<file path="src/rtl/noc_pkg.sv">
// Shared flit format, state encodings and helpers for the NoC link adapter.
package noc_pkg;

    localparam int FLIT_W = 34;
    localparam int CORE_W = 16;

    localparam logic [1:0] FLIT_HEAD = 2'b01;
    localparam logic [1:0] FLIT_TAIL = 2'b11;

    typedef struct packed {
        logic [1:0]  typ;
        logic [31:0] payload;
    } flit_t;

    typedef enum logic [1:0] {
        T_IDLE = 2'd0,
        T_LOAD = 2'd1,
        T_HEAD = 2'd2,
        T_TAIL = 2'd3
    } tx_state_e;

    typedef enum logic [1:0] {
        R_HEAD  = 2'd0,
        R_TAIL  = 2'd1,
        R_WRITE = 2'd2
    } rx_state_e;

    function automatic logic [7:0] sat_inc8(input logic [7:0] v);
        return (v == 8'hFF) ? v : v + 8'd1;
    endfunction

endpackage

</file>
<file path="src/rtl/noc_rx_reassembler.sv">
// Rebuilds 2-flit packets from the router into {src, data} CPU-in FIFO entries
// and counts malformed flits.
module noc_rx_reassembler
    import noc_pkg::*;
(
    input  logic              clk,
    input  logic              reset,
    input  logic [FLIT_W-1:0] rx_flit,
    input  logic              rx_valid,
    output logic              rx_ready,
    input  logic              rx_fifo_full,
    output logic [63:0]       rx_fifo_wdata,
    output logic              rx_fifo_wr,
    output logic [7:0]        rx_err_count
);

    rx_state_e          state_q, state_d;
    logic [CORE_W-1:0]  src_q, src_d;
    logic [31:0]        data_q, data_d;
    logic [7:0]         err_q, err_d;
    flit_t              flit;
    logic               xfer;

    assign flit          = flit_t'(rx_flit);
    assign rx_ready      = !reset && (state_q != R_WRITE);
    assign xfer          = rx_valid && rx_ready;
    assign rx_fifo_wr    = (state_q == R_WRITE) && !rx_fifo_full;
    assign rx_fifo_wdata = {16'd0, src_q, data_q};
    assign rx_err_count  = err_q;

    always_ff @(posedge clk or posedge reset) begin
        if (reset) begin
            state_q <= R_HEAD;
            src_q   <= '0;
            data_q  <= '0;
            err_q   <= '0;
        end else begin
            state_q <= state_d;
            src_q   <= src_d;
            data_q  <= data_d;
            err_q   <= err_d;
        end
    end

    always_comb begin
        state_d = state_q;
        src_d   = src_q;
        data_d  = data_q;
        err_d   = err_q;
        case (state_q)
            R_HEAD: if (xfer) begin
                if (flit.typ == FLIT_HEAD) begin
                    src_d   = flit.payload[CORE_W-1:0];
                    state_d = R_TAIL;
                end else begin
                    err_d = sat_inc8(err_q);
                end
            end
            R_TAIL: if (xfer) begin
                if (flit.typ == FLIT_TAIL) begin
                    data_d  = flit.payload;
                    state_d = R_WRITE;
                end else begin
                    // A repeated HEAD restarts the packet with the newer source.
                    if (flit.typ == FLIT_HEAD) src_d = flit.payload[CORE_W-1:0];
                    err_d = sat_inc8(err_q);
                end
            end
            R_WRITE: if (!rx_fifo_full) state_d = R_HEAD;
            default: state_d = R_HEAD;
        endcase
    end

endmodule

</file>
<file path="src/rtl/noc_link_adapter.sv">
// Router-side link adapter: serialises CPU-out FIFO entries into HEAD/TAIL
// packets and hands RX reassembly to noc_rx_reassembler.
module noc_link_adapter
    import noc_pkg::*;
#(
    parameter logic [CORE_W-1:0] SRC_ID = 16'd0,
    parameter int                CNT_W  = 16
) (
    input  logic              clk,
    input  logic              reset,
    input  logic              tx_fifo_empty,
    input  logic [63:0]       tx_fifo_rdata,
    output logic              tx_fifo_rd,
    output logic [FLIT_W-1:0] tx_flit,
    output logic              tx_valid,
    input  logic              tx_ready,
    input  logic [FLIT_W-1:0] rx_flit,
    input  logic              rx_valid,
    output logic              rx_ready,
    input  logic              rx_fifo_full,
    output logic [63:0]       rx_fifo_wdata,
    output logic              rx_fifo_wr,
    output logic [CNT_W-1:0]  tx_pkt_count,
    output logic [7:0]        rx_err_count
);

    tx_state_e          state_q, state_d;
    logic [CORE_W-1:0]  dest_q, dest_d;
    logic [31:0]        data_q, data_d;
    logic [CNT_W-1:0]   cnt_q, cnt_d;

    assign tx_pkt_count = cnt_q;

    always_ff @(posedge clk or posedge reset) begin
        if (reset) begin
            state_q <= T_IDLE;
            dest_q  <= '0;
            data_q  <= '0;
            cnt_q   <= '0;
        end else begin
            state_q <= state_d;
            dest_q  <= dest_d;
            data_q  <= data_d;
            cnt_q   <= cnt_d;
        end
    end

    always_comb begin
        state_d    = state_q;
        dest_d     = dest_q;
        data_d     = data_q;
        cnt_d      = cnt_q;
        tx_fifo_rd = 1'b0;
        tx_valid   = 1'b0;
        tx_flit    = '0;
        case (state_q)
            // Pop only from idle so at most one entry is ever in flight.
            T_IDLE: if (!reset && !tx_fifo_empty) begin
                tx_fifo_rd = 1'b1;
                state_d    = T_LOAD;
            end
            T_LOAD: begin
                dest_d  = tx_fifo_rdata[47:32];
                data_d  = tx_fifo_rdata[31:0];
                state_d = T_HEAD;
            end
            T_HEAD: begin
                tx_valid = 1'b1;
                tx_flit  = {FLIT_HEAD, dest_q, SRC_ID};
                if (tx_ready) state_d = T_TAIL;
            end
            T_TAIL: begin
                tx_valid = 1'b1;
                tx_flit  = {FLIT_TAIL, data_q};
                if (tx_ready) begin
                    cnt_d   = cnt_q + CNT_W'(1);
                    state_d = T_IDLE;
                end
            end
            default: state_d = T_IDLE;
        endcase
    end

    noc_rx_reassembler u_rx (
        .clk           (clk),
        .reset         (reset),
        .rx_flit       (rx_flit),
        .rx_valid      (rx_valid),
        .rx_ready      (rx_ready),
        .rx_fifo_full  (rx_fifo_full),
        .rx_fifo_wdata (rx_fifo_wdata),
        .rx_fifo_wr    (rx_fifo_wr),
        .rx_err_count  (rx_err_count)
    );

endmodule

</file>
<file path="config.mk">
export PLATFORM = sky130hd
export DESIGN_NAME = noc_link_adapter
export DESIGN_NICKNAME = d
export VERILOG_FILES = /design/src/rtl/noc_pkg.sv /design/src/rtl/noc_rx_reassembler.sv /design/src/rtl/noc_link_adapter.sv
export SDC_FILE = /design/constraint.sdc
export NUM_CORES = 1
export LEC_CHECK = 0
export ABC_AREA = 0
export CAP_MARGIN = 20
export CORE_ASPECT_RATIO = 1.25
export CORE_MARGIN = 4
export CORE_UTILIZATION = 43
export CTS_CLUSTER_SIZE = 20
export DETAILED_ROUTE_END_ITERATION = 12
export PLACE_DENSITY = 0.91
export SLEW_MARGIN = 30
export SYNTH_ARGS = -nofsm -noshare
export SYNTH_HDL_FRONTEND = slang
export SYNTH_SLANG_ARGS = --single-unit
</file>
<file path="constraint.sdc">
create_clock -name clk -period 4.9 [get_ports clk]
set_input_delay 0.735 -clock clk [delete_from_list [all_inputs] [get_ports clk]]
set_output_delay 0.735 -clock clk [all_outputs]
set_load 0.05 [all_outputs]
</file>
==> results of run 1 <==
-- state kept, by name, indices dropped and copies added (netlist names) --
signal and cells:
dest_q 16, state_q 2, tx_pkt_count 16, u_rx.src_q 16, data_q 32, u_rx.state_q 2
u_rx.rx_err_count 8, u_rx.data_q 32
-- how the worst max path moves through the flow --
stage,end,slack [ps],cells past startpoint
final,tx_flit[17],1390,4
after global placement,tx_fifo_rd,1700,3
after floorplan,data_q[0],870,1
after CTS,tx_flit[17],1350,4
after detailed placement,tx_fifo_rd,1690,3
after global routing,tx_flit[31],1210,4
-- layout by cell type, fill, tap and decap left out, types with 2 or more instances in the layout --
| cell type | n |
|---|---|
| sky130_fd_sc_hd__clkinv_2 | 5 |
| sky130_fd_sc_hd__ha_1 | 7 |
| sky130_fd_sc_hd__clkbuf_8 | 2 |
| sky130_fd_sc_hd__nand2_1 | 9 |
| sky130_fd_sc_hd__a21oi_1 | 4 |
| sky130_fd_sc_hd__nor4_1 | 2 |
| sky130_fd_sc_hd__nand4_1 | 9 |
| sky130_fd_sc_hd__nand3_1 | 6 |
| sky130_fd_sc_hd__nor2_1 | 9 |
| sky130_fd_sc_hd__xnor2_1 | 7 |
| sky130_fd_sc_hd__nor3_1 | 3 |
| sky130_fd_sc_hd__nor2b_1 | 3 |
| sky130_fd_sc_hd__xor2_1 | 10 |
| sky130_fd_sc_hd__a31oi_1 | 3 |
| sky130_fd_sc_hd__o21ai_0 | 3 |
| sky130_fd_sc_hd__inv_1 | 7 |
| sky130_fd_sc_hd__buf_4 | 5 |
| sky130_fd_sc_hd__dfrtp_1 | 124 |
| sky130_fd_sc_hd__and3_1 | 3 |
| sky130_fd_sc_hd__clkbuf_1 | 2 |
| sky130_fd_sc_hd__mux2_2 | 102 |
| sky130_fd_sc_hd__clkdlybuf4s50_1 | 197 |
| sky130_fd_sc_hd__clkinvlp_4 | 3 |
| sky130_fd_sc_hd__clkbuf_16 | 17 |
| sky130_fd_sc_hd__and2_1 | 16 |
| sky130_fd_sc_hd__a22o_1 | 16 |
| sky130_fd_sc_hd__conb_1 | 16 |
-- worst max-delay path, stage by stage, from the launching register on --
cell	delay [ps]
sky130_fd_sc_hd__dfrtp_1	440
sky130_fd_sc_hd__inv_1	160
sky130_fd_sc_hd__ha_1	680
sky130_fd_sc_hd__a22o_1	270
sky130_fd_sc_hd__clkdlybuf4s50_1	840
-- cell type report --
cell class                 count  area (sq um)
clock buffer                  21           460
multi-input combinational    240          2100
inverter                       8          35.0
tap                          164           205
fill                         898          4200
timing repair buffer         202          2010
clock inverter                 8          47.5
sequential                   124          3100
-- logic make-up (layout without fill, tap and decap cells) --
| kind of cell | after synthesis | after routing | synth area share [%] |
|---|---|---|---|
| flops | 124 | 124 | 58.0 |
| fa+ha+maj | 8 | 8 | 1.87 |
| other cells | 1 | 16 | 0.0701 |
| mux | 103 | 103 | 21.7 |
| simple gates | 65 | 65 | 6.72 |
| compound gates | 31 | 31 | 4.73 |
| buf+inv | 40 | 239 | 4.14 |
| xor+xnor | 17 | 17 | 2.78 |
-- where the power goes --
group / internal (uW) / leakage [uW] / switching [uW] / total (uW)
clock: 658 / 0.000246 / 415 / 1070
sequential: 1420 / 0.00151 / 251 / 1670
combinational: 1140 / 0.00164 / 1810 / 2940
-- layer usage --
layer | routed length, um | vias up | part of all wire (%) | GRT usage (%)
met5 | 0 | - | 0 | 0
met4 | 163 | 0 | 1.2 | 5.89
li1 | - | 1748 | - | -
met3 | 1220 | 15 | 9.3 | 7.08
met2 | 6800 | 169 | 52 | 32.5
met1 | 4900 | 1901 | 37 | 20.6
-- through the flow --
step	setup WS (ps)	util, %	power [uW]
after global routing	1210	65.4	5960
after floorplan	866	-	3670
after detailed placement	1690	61.2	4650
after global placement	1700	61.2	4540
final	1390	65.4	5690
after CTS	1350	65.4	5750
==> out/qor_table.md, run 1 <==
| Metric | Reported |
|---|---|
| Number of buffers added by the clock tree synthesis step | 17 |
| Unique masters post-synth | 34 |
| Clock period minus final worst setup slack | 3510 ps |
| Tightest hold margin | 478 ps |
| Height of the die | 133 um |
| Core Region | 0.0122 sq mm |
| Number of standard cells in the layout, taps in and fillers out | 767 |
| Nets@finish | 705 |
| Outcome | finished, final reports clean |
| Count of standard-cell rows | 45 |
| Final standard cell area without fillers | 0.00796 sq mm |
| Hold-critical path endpoint | tx_pkt_count[15] |
| Worst hold path class | flop to flop |
| Cell count after placement | 738 |
| Signed area change from the synthesized netlist to the final layout | 48.8% |
| CTS tree | built |
| Max_cap viols | 0 |
| Number of search-and-repair iterations in the first detailed-routing pass | 4 |
| Total number of H-tree levels | 4 |
| Ant diodes | 0 |
| Leakage power | 0.00339 uW |
| Maximum resistive drop on vdd | 0.421 mV |
| Capturing element type of the critical path | output port |
| Post-synth EDFFs | 0 |
| Total GRT Usage | 18.6% |
| Clock tree root buffer cell | sky130_fd_sc_hd__clkbuf_16 |
| Most common flop cell mapped by yosys | sky130_fd_sc_hd__dfrtp_1 |
| Clock latency on the worst-skew pair | 390 ps |
| Number of nets with antenna violations after detailed routing | 0 |
| Post-cts repair resize count | 0 |
| Cell depth of the worst min-delay path | 1 |
| I/O Buffers | 197 |
| Power Dens Cells | 715 mW/mm^2 |
| Crit share post-route | 71.7% |
| Final routed wirelength across all metal layers | 13,100 um |
| Syn Std Cell Area | 0.00535 sq mm |
| Overall die width | 108 um |
| GP Congestion | 0.744 |
| Fraction of layout instances using a drive strength above 1 | 23.2% |
| Largest cells by area after synthesis | sky130_fd_sc_hd__dfrtp_1 (58%), sky130_fd_sc_hd__mux2_2 (21%), sky130_fd_sc_hd__a22o_1 (2.6%), sky130_fd_sc_hd__buf_4 (2.5%), sky130_fd_sc_hd__and2_1 (1.9%) |
| Worst setup SP type | flop |
| Critical path data arrival time | 2780 ps |
| Worst Path Required | 4160 ps |
| Maximum number of pins on one net before global-route repair | 79 |
| Setup slack, reg-to-reg | 2510 ps |
| Wire length of the first global-routing pass | 21,000 um |
| Cell with the most instances after synthesis | sky130_fd_sc_hd__dfrtp_1 |
| Routed via count | 3,833 |
| Clock transition at the registers of the reported paths | 50 ps |
| Final worst clock skew | 9.50 ps |
| Dominant cell type by area after synthesis | sky130_fd_sc_hd__dfrtp_1 |
| DRC violations left | 0 |
| Starting Density | 44.0% |
| Overflow left after global routing | 0 |
| Placed instance area | 0.00745 sq mm |
| Dpl hpwl | 9820 um |
| Post-synthesis sequential area ratio | 58.0% |
| Slew margin rel. | 49.1% |
| FMAX | 0.285 GHz |
| # hold bufs at CTS | 0 |
| DR vias/cell | 5.00 |
| Share of flip-flops with an asynchronous set or reset after synthesis | 100% |
| Count of warnings emitted by yosys | 0 |
| Final setup violation count | 0 |
| Final Max Slew Viols | 0 |
| Reg-to-reg critical path endpoint | state_q[1] |
| Leading post-synthesis cells by instance count | sky130_fd_sc_hd__dfrtp_1 (124), sky130_fd_sc_hd__mux2_2 (102), sky130_fd_sc_hd__buf_4 (18) |
| Maximum count of clock buffers along a single path | 2 |
| Synth top area share | 58.0% |
| Depth of the most critical reg-to-reg path | 5 |
| Setup Fix Bufs, Post-CTS | 0 |
| 1st-iter DRT viols | 87 |
| Area enclosed by the die boundary | 0.0143 sq mm |
| Start point of the critical path | state_q[0] |
| Setup_tns | 0 ps |
| Min-Delay Startpoint | tx_pkt_count[15] |
| Synth Register Bits | 124 |
| Syn Area/Cell | 13.7 sq um |
| Worst Tran Pin Value | 764 ps |
| Setup repair after global routing missed its margin | false |
| Type of the setup path with the least slack | flop to output port |
| Peak fanout along the critical path | 18 |
| Boundary Pins | 230 |
| Antenna violations before repair | 0 |
| Instance count of the mapped netlist | 389 |
| Clock tree sinks | 124 |
| Final number of hold-violating endpoints | 0 |
| Critical R2R Launch | state_q[0] |
| Wirelength per Cell | 17.1 um |
| Via count of the first global-routing pass | 4,210 |
Power figures use the tool's default switching activity.
==> run 2, diff against run 1 <==
==> constraint.sdc (replaced) <==
create_clock -name clk -period 3.4 [get_ports clk]
set_input_delay 0.51 -clock clk [delete_from_list [all_inputs] [get_ports clk]]
set_output_delay 0.51 -clock clk [all_outputs]
set_load 0.05 [all_outputs]
==> run 2 against run 1 <==
Critical path depth up 1. Clock power up 79%. Worst hold slack better by 6.1 ps. Largest cell class unchanged. Clock-buffer cell count down 2. Final area up 2.0%. Sequential power up 44%. Register-to-register slack worse by 1300 ps. Largest power group unchanged. Routed wire length down 0.86%. Critical path type unchanged.
==> out/qor_table.md, run 2 (synthesized netlist as in run 1, its figures left out) <==
| Metric | Reported | Delta |
|---|---|---|
| Final setup violation count | 0 | unchanged |
| Final Max Slew Viols | 0 | unchanged |
| Clock tree sinks | 124 | unchanged |
| 1st-iter DRT viols | 97 | was 87 |
| Core Region | 0.0122 sq mm | unchanged |
| Boundary Pins | 230 | unchanged |
| Worst hold path class | flop to flop | unchanged |
| Clock latency on the worst-skew pair | 400 ps | was 390 ps |
| Count of standard-cell rows | 45 | unchanged |
| # hold bufs at CTS | 0 | unchanged |
| Type of the setup path with the least slack | flop to output port | unchanged |
| Height of the die | 133 um | unchanged |
| Final number of hold-violating endpoints | 0 | unchanged |
| DR vias/cell | 5.01 | was 5.00 |
| Clock transition at the registers of the reported paths | 50 ps | about the same |
| Max_cap viols | 0 | unchanged |
| Worst Path Required | 2890 ps | was 4160 ps |
| Clock group share of total power | 22.3% | was 18.9% |
| Setup_tns | 0 ps | unchanged |
| Total number of H-tree levels | 4 | unchanged |
| I/O Buffers | 197 | unchanged |
| Area enclosed by the die boundary | 0.0143 sq mm | unchanged |
| Maximum number of pins on one net before global-route repair | 74 | was 79 |
| Total GRT Usage | 18.6% | about the same |
| Cell internal power dissipation | 4980 uW | was 3220 uW |
| Dpl hpwl | 9700 um | was 9820 um |
| FMAX | 0.323 GHz |  |
| CTS tree | built | unchanged |
| Crit share post-route | 91.0% |  |
| Depth of the most critical reg-to-reg path | 5 | unchanged |
| Maximum resistive drop on vdd | 0.745 mV | was 0.421 mV |
| Sequential share of power | 28.1% | was 29.4% |
| Signed area change from the synthesized netlist to the final layout | 51.8% | was 48.8% |
| Overflow left after global routing | 0 | unchanged |
| Nets@finish | 706 | was 705 |
| Setup Fix Bufs, Post-CTS | 0 | unchanged |
| Wirelength per Cell | 16.8 um | was 17.1 um |
| Routed via count | 3,864 | was 3,833 |
| Critical path data arrival time | 2580 ps | was 2780 ps |
| Switching power share of the total | 42.0% | was 43.5% |
| Peak fanout along the critical path | 11 | was 18 |
| Antenna violations before repair | 0 | unchanged |
| Post-cts repair resize count | 0 | unchanged |
| Worst setup SP type | flop | unchanged |
| Top Registers | data_q x32, u_rx.data_q x32 | unchanged |
| Power Dens Cells | 1060 mW/mm^2 | was 715 mW/mm^2 |
| Number of buffers added by the clock tree synthesis step | 17 | unchanged |
| Final worst clock skew | 6.33 ps | was 9.50 ps |
| Ant diodes | 0 | unchanged |
| Combinational group share of total power | 49.6% | was 51.7% |
| Capturing element type of the critical path | output port | unchanged |
| Most frequent cells in the layout | sky130_fd_sc_hd__clkdlybuf4s50_1 (197), sky130_fd_sc_hd__dfrtp_1 (124), sky130_fd_sc_hd__mux2_2 (102) | unchanged |
| GP Congestion | 0.774 | was 0.744 |
| Slew margin rel. | 56.0% | was 49.1% |
| Most frequent standard cell in the layout excluding fill and tap cells | sky130_fd_sc_hd__clkdlybuf4s50_1 | unchanged |
| Clock tree root buffer cell | sky130_fd_sc_hd__clkbuf_16 | unchanged |
| Worst Tran Pin Value | 659 ps | was 764 ps |
| Starting Density | 44.0% | unchanged |
| Reported net switching power | 3610 uW | was 2470 uW |
| Number of nets with antenna violations after detailed routing | 0 | unchanged |
| Cell depth of the worst min-delay path | 1 | unchanged |
| Maximum count of clock buffers along a single path | 2 | unchanged |
| Via count of the first global-routing pass | 4,210 | unchanged |
| Outcome | finished, final reports clean | unchanged |
| Final routed wirelength across all metal layers | 13,000 um | was 13,100 um |
| Filler cells | 890 | was 898 |
| Clock period minus final worst setup slack | 3090 ps |  |
| Fraction of layout instances using a drive strength above 1 | 24.1% | was 23.2% |
| DRC violations left | 0 | unchanged |
| Number of search-and-repair iterations in the first detailed-routing pass | 4 | unchanged |
| Overall die width | 108 um | unchanged |
| Leakage power | 0.00345 uW | was 0.00339 uW |
| Tightest hold margin | 484 ps | was 478 ps |
| Wire length of the first global-routing pass | 20,900 um | was 21,000 um |
| Setup repair after global routing missed its margin | false | unchanged |
-- run 2: changes by cell type in the layout (fill, tap and decap cells not counted) --
cell                         delta
sky130_fd_sc_hd__buf_12         +1
sky130_fd_sc_hd__buf_4          -1
sky130_fd_sc_hd__buf_6          +1
sky130_fd_sc_hd__bufinv_16      +4
sky130_fd_sc_hd__clkbuf_1       -2
sky130_fd_sc_hd__clkinv_2       -4
sky130_fd_sc_hd__clkinv_4       +3
sky130_fd_sc_hd__clkinvlp_4     +2
-- run 2: stage by stage --
| step | cells | setup WS, ps | util, % | power (uW) | cell area (sq um) |
|---|---|---|---|---|---|
| after floorplan | 404 | 1080 | - | 5290 | 5410 |
| after global placement | 739 | 715 | 61.3 | 6580 | 7460 |
| after detailed placement | 739 | 711 | 61.4 | 6720 | 7470 |
| after CTS | 771 | 267 | 66.7 | 8680 | 8110 |
| after global routing | 771 | 159 | 66.7 | 9000 | 8120 |
| final | 771 | 307 | 66.7 | 8590 | 8120 |
-- run 2: final timing paths --
path	from	to	slack, ps
worst max-delay path	state_q[0]	tx_flit[16]	310
worst min-delay path	tx_pkt_count[15]	tx_pkt_count[15]	480
worst max register to register	state_q[0]	tx_pkt_count[14]	1250
worst min register to register	tx_pkt_count[15]	tx_pkt_count[15]	480
max in group asynchronous	reset	u_rx.src_q[6]	2050
min in group asynchronous	reset	tx_pkt_count[9]	870
-- run 2: area by class of cell --
class | count | area, sq um | area share [%]
clock inverter | 13 | 190 | 2.34
sequential | 124 | 3100 | 38.2
tap | 164 | 205 | 2.53
multi-input combinational | 240 | 2100 | 25.9
inverter | 8 | 33.8 | 0.416
timing repair buffer | 203 | 2030 | 25.1
clock buffer | 19 | 453 | 5.58
-- run 2: layer usage --
metal	vias up	track usage, %	wire [um]
li1	1751	-	-
met1	1930	19.9	4610
met2	164	32.7	6940
met3	19	7.22	1190
met4	0	6.74	241
met5	-	0	0
-- run 2: worst max-delay path, cell delays in order, from the launching register on --
cell                              delay [ps]
sky130_fd_sc_hd__dfrtp_1                 430
sky130_fd_sc_hd__inv_1                   150
sky130_fd_sc_hd__ha_1                    370
sky130_fd_sc_hd__buf_4                   260
sky130_fd_sc_hd__a22o_1                  150
sky130_fd_sc_hd__clkdlybuf4s50_1         820
-- run 2: power by group through the flow --
stage	sequential [uW]	clock [uW]	combinational, uW
floorplan	3240	0	2050
global placement	2380	0	4200
detailed placement	2440	0	4290
CTS	2420	1960	4300
global route	2490	2040	4470
finish	2410	1920	4260
